==> src/rtl/pipe_stage_skid_if.sv <==
// Handshake bundle for pipe_stage_skid: upstream valid/ready/data, downstream
// valid/ready/data, hazard flush and occupancy.
interface pipe_stage_skid_if #(
    parameter int DATA_W = 115
);
    logic              FLUSH;
    logic              IN_VALID;
    logic              IN_READY;
    logic [DATA_W-1:0] IN_DATA;
    logic              OUT_VALID;
    logic              OUT_READY;
    logic [DATA_W-1:0] OUT_DATA;
    logic [1:0]        LEVEL;

    modport slave (
        input  FLUSH, IN_VALID, IN_DATA, OUT_READY,
        output IN_READY, OUT_VALID, OUT_DATA, LEVEL
    );

    modport master (
        output FLUSH, IN_VALID, IN_DATA, OUT_READY,
        input  IN_READY, OUT_VALID, OUT_DATA, LEVEL
    );
endinterface

==> src/rtl/pipe_stage_skid.sv <==
// Pipeline stage register with valid/ready handshake and flush.
// Define PIPE_SKID_EN to add a second (skid) entry and a registered IN_READY.
module pipe_stage_skid #(
    parameter int DATA_W = 115
) (
    input  logic              CLOCK,
    input  logic              RESET,
    pipe_stage_skid_if.slave  bus
);
    typedef enum logic [1:0] {
        EMPTY = 2'd0,
        BUSY  = 2'd1,
        FULL  = 2'd2
    } state_t;

    state_t            state_q, state_d;
    logic [DATA_W-1:0] main_q, main_d;
    logic              main_v_q, main_v_d;
    logic              in_ready, in_fire, out_fire;

`ifdef PIPE_SKID_EN
    logic [DATA_W-1:0] skid_q, skid_d;
    logic              skid_v_q, skid_v_d;
    logic              in_ready_q, in_ready_d;

    // Ready depends only on held state, so OUT_READY never reaches IN_READY.
    assign in_ready = in_ready_q;
`else
    assign in_ready = !main_v_q | bus.OUT_READY;
`endif

    assign in_fire  = bus.IN_VALID & in_ready;
    assign out_fire = main_v_q & bus.OUT_READY;

    always_comb begin
        state_d  = state_q;
        main_d   = main_q;
        main_v_d = main_v_q;
`ifdef PIPE_SKID_EN
        skid_d   = skid_q;
        skid_v_d = skid_v_q;
`endif
        if (bus.FLUSH) begin
            // Any input accepted this cycle is dropped along with held entries.
            state_d  = EMPTY;
            main_d   = '0;
            main_v_d = 1'b0;
`ifdef PIPE_SKID_EN
            skid_d   = '0;
            skid_v_d = 1'b0;
`endif
        end else begin
            case (state_q)
                EMPTY: begin
                    if (in_fire) begin
                        main_d   = bus.IN_DATA;
                        main_v_d = 1'b1;
                        state_d  = BUSY;
                    end
                end
                BUSY: begin
                    if (in_fire && out_fire) begin
                        main_d = bus.IN_DATA;
`ifdef PIPE_SKID_EN
                    end else if (in_fire) begin
                        skid_d   = bus.IN_DATA;
                        skid_v_d = 1'b1;
                        state_d  = FULL;
`endif
                    end else if (out_fire) begin
                        main_d   = '0;
                        main_v_d = 1'b0;
                        state_d  = EMPTY;
                    end
                end
`ifdef PIPE_SKID_EN
                FULL: begin
                    if (out_fire) begin
                        main_d   = skid_q;
                        skid_d   = '0;
                        skid_v_d = 1'b0;
                        state_d  = BUSY;
                    end
                end
`endif
                default: begin
                    state_d  = EMPTY;
                    main_d   = '0;
                    main_v_d = 1'b0;
                end
            endcase
        end
`ifdef PIPE_SKID_EN
        in_ready_d = (state_d != FULL);
`endif
    end

    always_ff @(posedge CLOCK or negedge RESET) begin
        if (!RESET) begin
            state_q    <= EMPTY;
            main_q     <= '0;
            main_v_q   <= 1'b0;
`ifdef PIPE_SKID_EN
            skid_q     <= '0;
            skid_v_q   <= 1'b0;
            in_ready_q <= 1'b1;
`endif
        end else begin
            state_q    <= state_d;
            main_q     <= main_d;
            main_v_q   <= main_v_d;
`ifdef PIPE_SKID_EN
            skid_q     <= skid_d;
            skid_v_q   <= skid_v_d;
            in_ready_q <= in_ready_d;
`endif
        end
    end

    assign bus.IN_READY  = in_ready;
    assign bus.OUT_VALID = main_v_q;
    // main_q is zeroed whenever it goes invalid, so bubbles carry no controls.
    assign bus.OUT_DATA  = main_q;
`ifdef PIPE_SKID_EN
    assign bus.LEVEL     = state_q;
`else
    assign bus.LEVEL     = {1'b0, state_q == BUSY};
`endif
endmodule

==> src/flat_wrapper.sv <==
// flat-port wrapper written by rule: the top's interface ports become plain ports
module pipe_stage_skid_flat 
#(
    parameter int DATA_W = 115
)
  (CLOCK, RESET, bus_FLUSH, bus_IN_VALID, bus_IN_DATA, bus_OUT_READY, bus_IN_READY, bus_OUT_VALID, bus_OUT_DATA, bus_LEVEL);
  pipe_stage_skid_if #(.DATA_W(DATA_W)) bus_i ();
  input  logic CLOCK;
  input  logic RESET;
  input wire logic [$bits(bus_i.FLUSH)-1:0] bus_FLUSH;
  input wire logic [$bits(bus_i.IN_VALID)-1:0] bus_IN_VALID;
  input wire logic [$bits(bus_i.IN_DATA)-1:0] bus_IN_DATA;
  input wire logic [$bits(bus_i.OUT_READY)-1:0] bus_OUT_READY;
  output wire logic [$bits(bus_i.IN_READY)-1:0] bus_IN_READY;
  output wire logic [$bits(bus_i.OUT_VALID)-1:0] bus_OUT_VALID;
  output wire logic [$bits(bus_i.OUT_DATA)-1:0] bus_OUT_DATA;
  output wire logic [$bits(bus_i.LEVEL)-1:0] bus_LEVEL;
  assign bus_i.FLUSH = bus_FLUSH;
  assign bus_i.IN_VALID = bus_IN_VALID;
  assign bus_i.IN_DATA = bus_IN_DATA;
  assign bus_i.OUT_READY = bus_OUT_READY;
  assign bus_IN_READY = bus_i.IN_READY;
  assign bus_OUT_VALID = bus_i.OUT_VALID;
  assign bus_OUT_DATA = bus_i.OUT_DATA;
  assign bus_LEVEL = bus_i.LEVEL;
  pipe_stage_skid #(.DATA_W(DATA_W)) u_core (.CLOCK(CLOCK), .RESET(RESET), .bus(bus_i));
endmodule
==> config.mk <==
export PLATFORM = sky130hd
export DESIGN_NAME = pipe_stage_skid_flat
export DESIGN_NICKNAME = d
export VERILOG_FILES = /design/src/rtl/pipe_stage_skid_if.sv /design/src/rtl/pipe_stage_skid.sv /design/src/flat_wrapper.sv
export SDC_FILE = /design/constraint.sdc
export NUM_CORES = 1
export LEC_CHECK = 0
export BUFFER_PORTS_ARGS = -buffer_cell sky130_fd_sc_hd__buf_4
export CORE_AREA = 2 2 120 122
export DETAILED_ROUTE_END_ITERATION = 8
export DIE_AREA = 0 0 122 124
export PLACE_DENSITY = 0.93
export SLEW_MARGIN = 15
export SYNTH_ARGS = -nofsm -noshare
export SYNTH_HDL_FRONTEND = slang
export SYNTH_SLANG_ARGS = --single-unit
==> constraint.sdc <==
create_clock -name CLOCK -period 2 [get_ports CLOCK]
set_input_delay 0.5 -clock CLOCK [delete_from_list [all_inputs] [get_ports CLOCK]]
set_output_delay 0.5 -clock CLOCK [all_outputs]
set_load 0.01 [all_outputs]
Yosys cells after proc, flatten, opt, wreduce, memory -nomap -nowiden
Index checks and enable logic that the tools add are counted.
{"block": "op_classes", "n_eq_ne": 5, "n_mux": 15, "bitwise": 3, "n_reduce_logical": 5}
{"op": "$mux 115", "count": 4}
{"op": "$pmux 115 s2", "count": 1}
{"op": "$mux 2", "count": 4}
{"op": "$ne 3x2->1 const B", "count": 2}
{"op": "$mux 1", "count": 4}
{"op": "$ne 4x2->1 const B", "count": 1}
{"op": "$pmux 2 s2", "count": 1}
{"op": "$ne 3x3->1 const B", "count": 1}
{"op": "$reduce_and 3->1", "count": 1}
{"op": "$and 1x1->1", "count": 2}
{"op": "$eq 2x1->1 const B", "count": 1}
{"op": "$logic_not 2->1", "count": 1}
{"op": "$pmux 1 s2", "count": 1}
{"op": "$reduce_and 2->1", "count": 1}
{"op": "$logic_and 1x1->1", "count": 1}
{"op": "$logic_not 1->1", "count": 1}
{"op": "$or 1x1->1", "count": 1}
{"block": "totals", "register_bits": 118, "input_bits": 120, "output_inout_bits": 119, "word_cells": 31}

Depth between registers and ports, before layout
Gate-level depths: netlist (run 1).
{"block": "logic_depth", "ltp_word": 7, "mapped_depth": 6, "depth_no_buf": 2}

Worst setup path after synthesis (run 1)
No wires, ideal clock.
{"block": "synth_path", "path_type": "input port to output port", "startpoint": "in bus_OUT_READY", "endpoint": "out bus_IN_READY", "t_arrival_ps": 1035, "required_ps": 1500, "path_slack_ps": 465, "cell_stages": 3, "n_path_buf": 2, "cell_sequence": "buf_2 clkbuf_1 nand2b_1"}
{"block": "synth_via", "elab_chain_cells": 1}
{"item": "from (decl)", "line": "flat_wrapper.sv:13", "rtl": "input wire logic [$bits(bus_i.OUT_READY)-1:0] bus_OUT_READY;"}
{"item": "$or 1x1->1", "line": "pipe_stage_skid.sv:29", "rtl": "assign in_ready = !main_v_q | bus.OUT_READY;"}
{"item": "to (decl)", "line": "flat_wrapper.sv:14", "rtl": "output wire logic [$bits(bus_i.IN_READY)-1:0] bus_IN_READY;"}
No other way between the ends.

==> results of run 1 <==
placed cells by master (no fill, tap or decap), types with 2 or more instances in the layout:
cell / count
o221ai_2: 50
clkinv_2: 4
buf_4: 254
clkinvlp_4: 2
bufinv_16: 4
nand2_1: 115
o221ai_1: 65
buf_12: 14
nand4bb_1: 104
or4bb_1: 11
mux2i_1: 115
clkbuf_1: 4
dfrtp_1: 115
clkbuf_16: 17
registers in the layout, indices dropped and copies added, names as in the netlist:
register             count
u_core.state_q           1
u_core.bus.OUT_DATA    115
what timing repair did:
action,in CTS,in global routing
hold endpoints to repair,4,0
setup endpoints to repair,0,0
hold buffers,1,0
how the worst max path moves through the flow:
stage / to
2_1_floorplan: bus_IN_READY
3_3_place_gp: u_core.bus.OUT_DATA[79]
6_report: bus_IN_READY
5_1_grt: bus_IN_READY
3_5_place_dp: u_core.bus.OUT_DATA[83]
4_1_cts: bus_IN_READY
cell type report:
cell class | instances | share of cell area [%]
repair buffers | 270 | 21.7
well taps | 180 | 2.21
multi-input cells | 465 | 41.6
clock buffers | 22 | 4.46
clock inverters | 10 | 1.52
inverters | 1 | 0.0368
flip-flops and latches | 116 | 28.5
metrics by stage:
step	cells	hold WS, ns	total power (W)	worst slack (ns)
2_1_floorplan	675	0.204	0.00360	0.465
3_3_place_gp	1031	0.435	0.00435	0.367
3_5_place_dp	1031	0.443	0.00440	0.319
4_1_cts	1064	0.371	0.00759	0.145
5_1_grt	1064	0.385	0.00785	0.106
6_report	1064	0.391	0.00757	0.161
power groups by stage:
stage	registers, W	clock network (W)	logic (W)
2_1_floorplan	0.00281	0	0.000787
3_3_place_gp	0.00276	0	0.00159
6_report	0.00274	0.00319	0.00164
5_1_grt	0.00276	0.00334	0.00176
3_5_place_dp	0.00276	0	0.00163
4_1_cts	0.00273	0.00321	0.00165
cell families after synthesis:
group                  Yosys count  share of synthesized area, %
AO/OA/AOI/OAI                  116                          17.4
flip-flops                     116                          38.0
other                            1                        0.0491
AND/OR/NAND/NOR                233                          22.9
multiplexers                   115                          15.1
buffers and inverters           94                          6.58
layer usage:
metal	vias up	share of wire (%)
met2	271	49
li1	3044	-
met5	-	0
met3	65	5.6
met4	0	3.4
met1	3434	42
tightest hold or removal path: cells and delay by family:
kind | cells | cell delay, ns
and+or+nand+nor | 1 | 0.06
buffers and inverters | 1 | 0.11
AOI/OAI and AO/OA | 1 | 0.08
==> results.md, run 1 <==
* First-pass GRT wire length at between 30 and 40 mm
* Post-CTS Setup Bufs at 0
* Final cycle utilization of the critical path at slightly above 90%
* Final Skew at between 0.008 and 0.009 ns
* TNS Setup at 0 ns
* Die height at about 120 um
* DP HPWL at about 15 mm
* Hold depth at 3
* GRT Total Usage at just under 30%
* Dpl cell area at 9570 um^2
* Crit path from: u_core.state_q[0]
* Iter 0 DRT Violations at 547
* Initial core utilization at between 50% and 60%
* YS warnings at 0
* NumNets Final at between 900 and 1000
* Residual DRC at 0
* Final min period at roughly 1.8 ns
* Clock-pin slew on the worst setup and hold paths at about 0.06 ns
* Startpoint types: flip-flop
* Top Family by Delay on Critical Path: flip-flops
* Diodes inserted at 0
* Switching portion of total power at between 20 and 30%
* Final Hold Viols at 0
* Crit path capture type: output pin
* R2R setup slack at ~0.39 ns
* Total CTS buffers at 17
* Vias in the first global route at approximately 6600
* Area of the multi-input gates at 4240 um^2
* Buf/Inv on CP at 1
* Post-DRT Antenna Nets at 0
* Sequential fraction of the synthesis area at about two fifths
* Reg2reg path depth at 3
* Design area at a little over 10000 um^2
* WP data required at ~1.5 ns
* Hold_sp: bus_IN_DATA[34]
* WS Path Type: flip-flop to output pin
* Most common cell in the netlist: dfrtp_1
* Reg2reg start: u_core.state_q[0]
* R2R Path End: u_core.bus.OUT_DATA[21]
* Area share of the largest cell type after synthesis at between 30% and 40%
* P_sw at roughly 0.0021 W
* 1st-pass router iterations at 5
* RSZ-0062 raised after global routing: false
* Register share of total power at 36.1%
* GRT met1 Usage at between 30% and 40%
* Arrival @ worst endpoint at ~1.3 ns
* Hold EP: u_core.bus.OUT_DATA[34]
* Peak supply drop at just over 0.0005 V
* PortBufs at 237
* PD cells at 743 nW/um^2
* Async SR Flop Fraction at 100%
* Netlist cell types at 16
* Area leader, netlist: dfrtp_1
* Clk buf depth at 2
* Internal power at roughly 0.0055 W
* Status: complete, no violations
* Core Box Area at between 10000 and 15000 um^2
* CTS tree: yes
* Combinational Power Share at a little over a fifth
* Slew Limit Fails at 0
* Global route hottest layer: met2
* H-tree depth at 4
* Initial antenna violation count at 0
* I/O Pins at around 240
* Fmax at 0.544 GHz
* Post-CTS sizing at 0
* Leak at about 4.7 nW
* FF/Latch Area at 2910 um^2
* Met3 Track Usage GR at around 5%
* # Max-Cap Violations at 0
* Clock Sinks at 116
* Crit path depth at 2
* Vias at ~6800
* Final setup vio count at 0
* Skew-Pair Late Insertion Delay at ~0.41 ns
* Syn Inst Count at slightly below 700
* Crit path cell chain: nand2b_1 > buf_4
* Post-synth EDFFs at 0
* # rows at 43
* Via/cell ratio at ~6.4
* Post-Syn Area at 7630 um^2
* Hold WC Path Type: input port to flip-flop
* Top FF cell, synth: dfrtp_1
* Layout area overhead at 33.6%
* Ranking of synthesized cells by area: dfrtp_1 38%, nand4bb_1 15%, mux2i_1 15%
* Commonest cells in the netlist: 116 x dfrtp_1, 115 x mux2i_1, 115 x nand2_1, 104 x nand4bb_1, 65 x o221ai_1
* Final Core Density at approximately 74%
* Critical-path top delay cell: dfrtp_4
* Slowest stage delay, CP at around 0.64 ns
* Gr ovfl total at 0
* Routing usage on met2 at 45.2%
* Net Count, Synth at approximately 800
* WL final at 22.1 mm
* CP Max Fanout at 29
* Share of post-route cells with drive strength above 1 at between 30% and 40%
* CTS root buffer: clkbuf_16
* Fillcell total at 883
* Gpl congestion at about 0.83
* Total die area at 15100 um^2
* Die span in x at between 100 and 150 um
* Register bit total from synthesis at between 100 and 150
* Largest net degree at the start of global routing at 50
* Syn avg cell area at about 11 um^2
* Clk pwr share at approximately 42%
* Wire per inst at 20.8 um
Note: power is estimated with default switching activity, not from simulation.
==> run 2, diff against run 1 <==
- GPL_TIMING_DRIVEN: unset -> 0
- PLACE_DENSITY: 0.93 -> 0.84
==> run 2 against run 1 <==
  * Critical endpoint unchanged
  * Non-clock buffer count increased by 56
  * Fmax increased by 3.7%
  * Via count increased by 7.5%
  * Combinational power increased by 2%
  * Die area unchanged
  * Largest cell class unchanged
  * First-iteration DRC count increased by 5.7%
  * Global-route usage increased by 2.6 points
  * Register-to-register slack got worse by 0.11 ns
  * Core utilization about the same
  * Sequential share of layout area about the same
==> results.md, run 2 (synthesis gave the netlist of run 1 again) <==
* Layout area overhead at 33.5%
* # rows at 43
* Fillcell total at 964
* Final cycle utilization of the critical path at between 80% and 90%
* Core Box Area at roughly 14000 um^2
* # Max-Cap Violations at 0
* Final cell count without fillers at ~1100
* First-pass GRT wire length at 37.3 mm
* Max reg flops at about 120
* Crit path cell chain: buf_6 > nand2b_1 > buf_4
* Buf/Inv on CP at 2
* WL final at 24.3 mm
* PD cells at between 700 and 800 nW/um^2
* Iter 0 DRT Violations at 578
* Wire per inst at about 22 um
* Post-CTS Setup Bufs at 0
* Peak supply drop at roughly 0.00056 V
* Vias in the first global route at approximately 7200
* Post-DRT Antenna Nets at 0
* Initial core utilization at 55.6%
* Setup WS pre-CTS at about 0.034 ns
* Final Skew at roughly 0.004 ns
* Total CTS buffers at 17
* Clock-pin slew on the worst setup and hold paths at 0.05 ns
* Clk buf depth at 2
* I/O Pins at 239
* Share of post-route cells with drive strength above 1 at 37.3%
* NumNets Final at roughly 1000
* Initial antenna violation count at 0
* Residual DRC at 0
* Post-CTS sizing at 0
* Die span in x at between 100 and 150 um
* PortBufs at around 230
* Combinational Power Share at 23.0%
* DP HPWL at 16.9 mm
* Internal power at roughly 0.0052 W
* Startpoint types: flip-flop
* Most common cell after layout, fill and taps aside: buf_4
* Most frequent cells in the layout: 237 x buf_4, 116 x dfrtp_1, 115 x mux2i_1, 115 x nand2_1, 104 x nand4bb_1
* Critical-path top delay cell: dfrtp_1
* Register share of total power at 37.4%
* Diodes inserted at 0
* Slew Limit Fails at 0
* Top Family by Delay on Critical Path: flip-flops
* Clock Sinks at roughly 120
* Switching portion of total power at 28.8%
* 1st-pass router iterations at 5
* Final setup vio count at 0
* H-tree depth at 4
* Arrival @ worst endpoint at between 1 and 1.5 ns
* Via/cell ratio at 6.54
* GRT Total Usage at a little under a third
* WP data required at about 1.5 ns
* Die height at approximately 120 um
* Leak at 4.66 nW
* Status: complete, no violations
* Final Hold Viols at 0
* Crit path capture type: output pin
* Max-slew headroom at roughly 50%
* Placed instance count at about 1100
* Clk pwr share at about two fifths
* Fmax at 0.564 GHz
* Vias at roughly 7300
* Hold WC Path Type: input port to asynchronous set/reset pin
* Largest net degree at the start of global routing at a little over 70
* CP Max Fanout at 18
* Power Total at around 0.0073 W
* CTS tree: yes
* CTS root buffer: clkbuf_16
* Skew-Pair Late Insertion Delay at 0.42 ns
* Gr ovfl total at 0
* WS Path Type: flip-flop to output pin
* Slowest stage delay, CP at ~0.4 ns
* Total die area at roughly 15000 um^2
* Gpl congestion at between 0.8 and 0.9
* Final WS setup at approximately 0.23 ns
* Final min period at about 1.8 ns
* TNS Setup at 0 ns
* P_sw at ~0.0021 W
* RSZ-0062 raised after global routing: false
* Hold Buf Count CTS at 0
* Min Hold Slack at roughly 0.013 ns
* Worst Tran Pin Value at 0.743 ns
==> run 2: per-stage QoR <==
| step | utilization [%] | cell area, um^2 |
|---|---|---|
| after detailed placement | 70.3 | 9640 |
| after global routing | 74.3 | 10200 |
| after global placement | 70.1 | 9610 |
| after floorplan | - | 7630 |
| final | 74.3 | 10200 |
| after CTS | 74.3 | 10200 |
==> run 2: layout make-up <==
cell class / count / area (um^2) / share of cell area, %
clock buffers: 28 / 507 / 4.97
inverters: 1 / 3.75 / 0.0368
clock inverters: 4 / 45.0 / 0.442
repair buffers: 235 / 1790 / 17.6
multi-input cells: 465 / 4230 / 41.5
well taps: 180 / 225 / 2.21
flip-flops and latches: 116 / 2900 / 28.5
plain buffers: 91 / 490 / 4.81
==> run 2: power groups by stage <==
stage                     logic [W]  registers (W)  clock network, W
final                       0.00168        0.00273           0.00289
after global routing        0.00179        0.00275           0.00301
after CTS                   0.00167        0.00272           0.00290
after detailed placement    0.00166        0.00276                 0
after global placement      0.00160        0.00274                 0
after floorplan            0.000787        0.00281                 0
==> run 2: layer usage <==
metal	GRT usage (%)	share of wire [%]	up-vias
met1	40.0	39	3699
met4	18.8	4.7	0
met5	0	0	-
met2	49.9	49	370
li1	-	-	3173
met3	6.68	6.8	85
==> run 2: repair_timing <==
action                                  CTS  global route
endpoints found under the setup margin    1             1
gates cloned                              0             0
pin swaps                                 0             0
==> run 2: path summary, 6_finish.rpt <==
| check | startpoint | end | slack (ns) | cells after the start |
|---|---|---|---|---|
| setup / recovery | u_core.state_q[0] | bus_IN_READY | 0.23 | 3 |
| hold / removal | RESET | u_core.bus.OUT_DATA[2] | 0.01 | 1 |
| setup reg to reg | u_core.state_q[0] | u_core.bus.OUT_DATA[24] | 0.28 | 5 |
| hold reg to reg | u_core.bus.OUT_DATA[36] | u_core.bus.OUT_DATA[36] | 0.58 | 2 |
| max in group asynchronous | RESET | u_core.bus.OUT_DATA[31] | 1.27 | 2 |
| min in group CLOCK | bus_IN_DATA[41] | u_core.bus.OUT_DATA[41] | 0.38 | 3 |
==> run 2: worst reg2reg max path: stages, from the launching register on <==
cell,delay [ns]
dfrtp_1,0.39
buf_6,0.21
or2_1,0.12
buf_2,0.19
clkbuf_1,0.43
o221ai_1,0.22
==> run 3, diff against run 2 <==
- CELL_PAD_IN_SITES_DETAIL_PLACEMENT: unset -> 1
- CELL_PAD_IN_SITES_GLOBAL_PLACEMENT: unset -> 1
- CORE_AREA: 2 2 120 122 -> 2 2 137 139
- DIE_AREA: 0 0 122 124 -> 0 0 139 141
==> run 3 against run 2 <==
  * Design area up 0.53%
  * Clock power down 2%
  * Register-to-register slack about the same
  * Worst setup slack worse by 0.031 ns
  * Via count down 5.1%
  * Core utilization down 18 points
  * Global-route usage down 6.0 points
  * Sequential share of layout area down 0.15 points
  * Flip-flop and latch count unchanged
  * Hold slack better by 0.049 ns
  * Critical path depth unchanged
  * Sequential power about the same
==> results.md, run 3 (synthesis gave the netlist of run 1 again) <==
* Status: complete, no violations
* Total CTS buffers at 17
* Most common cell after layout, fill and taps aside: buf_4
* Fmax at around 0.55 GHz
* Initial core utilization at 41.8%
* CTS tree: yes
* 1st-pass router iterations at 5
* Final Hold Viols at 0
* WL final at ~25 mm
* Min Hold Slack at 0.0614 ns
* CP Max Fanout at 18
* DP HPWL at 18.0 mm
* Gpl congestion at between 0.7 and 0.8
* Crit path capture type: output pin
* Hold WC Path Type: input port to asynchronous set/reset pin
* NumNets Final at between 1000 and 1500
* Fillcell total at between 2000 and 2500
* PD cells at between 700 and 800 nW/um^2
* Initial antenna violation count at 0
* Post-CTS Setup Bufs at 0
* Critical-path top delay cell: dfrtp_1
* RSZ-0062 raised after global routing: false
* Crit path cell chain: buf_6 > nand2b_1 > buf_4
* Clock-pin slew on the worst setup and hold paths at roughly 0.05 ns
* TNS Setup at 0 ns
* Total die area at about 20000 um^2
* Leak at roughly 4.7 nW
* Slew Limit Fails at 0
* Startpoint types: flip-flop
* Hold Buf Count CTS at 0
* Slowest stage delay, CP at 0.41 ns
* Layout area overhead at 34.2%
* Combinational Power Share at approximately 23%
* Skew-Pair Late Insertion Delay at roughly 0.4 ns
* Vias at 6952
* Wire per inst at 21.7 um
* Clk pwr share at between 30% and 40%
* CTS root buffer: clkbuf_16
* Top Family by Delay on Critical Path: flip-flops
* First-pass GRT wire length at roughly 40 mm
* Residual DRC at 0
* Max-slew headroom at 58.2%
* Met3 Routed Length at 1.40 mm
* Largest net degree at the start of global routing at 60
* Worst Tran Pin Value at approximately 0.63 ns
* # Max-Cap Violations at 0
* WL met2 at approximately 12 mm
* Switching portion of total power at between 20% and 30%
* Share of post-route cells with drive strength above 1 at a little under two fifths
* Vias in the first global route at 7242
* R2R setup slack at ~0.28 ns
* Iter 0 DRT Violations at between 200 and 300
* Internal power at around 0.0051 W
* Via/cell ratio at just under 6
* Core Box Area at 18300 um^2
* Reg2reg start: u_core.state_q[0]
* Reg2reg path depth at 5
* R2R Path End: u_core.bus.OUT_DATA[22]
* Post-CTS sizing at 0
* Final cycle utilization of the critical path at around 90%
* Clk buf depth at 2
* Peak supply drop at slightly below 0.0006 V
* Die span in x at 139 um
* Clock Sinks at between 100 and 150
* Top Layer Used: met4
* Final min period at roughly 1.8 ns
* P_sw at ~0.0021 W
* Post-DRT Antenna Nets at 0
* Final Skew at 0.00816 ns
* Most frequent cells in the layout: 237 x buf_4, 116 x dfrtp_1, 115 x mux2i_1, 115 x nand2_1, 104 x nand4bb_1
* Arrival @ worst endpoint at about 1.3 ns
* # rows at 50
* Buf/Inv on CP at 2
* H-tree depth at 4
* M1 WL at 11.0 mm
* WP data required at around 1.5 ns
* WS Path Type: flip-flop to output pin
* I/O Pins at about 240
* Register share of total power at 37.8%
* GRT Total Usage at 25.6%
* PortBufs at 234
* Die height at about 140 um
* Max reg flops at 115
* Gr ovfl total at 0
* Diodes inserted at 0
* Final setup vio count at 0
==> run 3: cell types whose count changed in the layout (fill, tap and decap cells not counted) <==
cell        previous run  this run
clkinvlp_4             0         1
clkbuf_1              57        52
clkbuf_8               4         6
bufinv_16              1         0
==> run 3: worst max-delay path by stage <==
| stage | startpoint | endpoint | slack, ns | cells past startpoint |
|---|---|---|---|---|
| 2_1_floorplan | bus_OUT_READY | bus_IN_READY | 0.47 | 3 |
| 3_3_place_gp | RESET | u_core.bus.OUT_DATA[31] | 0.01 | 1 |
| 3_5_place_dp | bus_OUT_READY | u_core.bus.OUT_DATA[44] | 0.02 | 5 |
| 4_1_cts | bus_OUT_READY | bus_IN_READY | 0.04 | 4 |
| 5_1_grt | bus_OUT_READY | u_core.bus.OUT_DATA[44] | 0.15 | 5 |
| 6_report | u_core.state_q[0] | bus_IN_READY | 0.20 | 3 |
==> run 3: layout make-up <==
class	instances	area [um^2]	share of cell area [%]
inverters	1	3.75	0.0367
well taps	234	293	2.86
clock buffers	25	515	5.03
flip-flops and latches	116	2900	28.3
plain buffers	91	490	4.79
repair buffers	235	1790	17.5
clock inverters	4	22.5	0.220
multi-input cells	465	4230	41.3
==> run 3: power groups by stage <==
stage | sequential (W) | clock, W | combinational [W]
4_1_cts | 0.00273 | 0.00287 | 0.00169
5_1_grt | 0.00276 | 0.00297 | 0.00181
3_5_place_dp | 0.00276 | 0 | 0.00168
2_1_floorplan | 0.00281 | 0 | 0.000787
6_report | 0.00273 | 0.00283 | 0.00167
3_3_place_gp | 0.00276 | 0 | 0.00164
==> run 3: per-stage QoR <==
step                util (%)  cells  total power [W]  cell area (um^2)  worst slack (ns)
floorplan                  -    675          0.00360              7630             0.465
global route            56.1   1171          0.00753             10200             0.152
finish                  56.1   1171          0.00724             10200             0.195
CTS                     56.1   1172          0.00729             10200            0.0351
global placement        53.0   1143          0.00440              9680            0.0124
detailed placement      53.2   1144          0.00445              9710            0.0240
==> run 3: worst register-to-register path, delay by kind of cell, from the launching register on <==
family / cells / cell delay (ns)
flops: 1 / 0.41
simple gates: 1 / 0.12
compound gates: 1 / 0.21
buf+inv: 3 / 0.81
==> run 3: layer usage <==
layer / GRT usage, % / vias up
met2: 41.7 / 211
met1: 34.1 / 3542
met4: 8.61 / 0
li1: - / 3159
met5: 0 / -
met3: 5.54 / 40
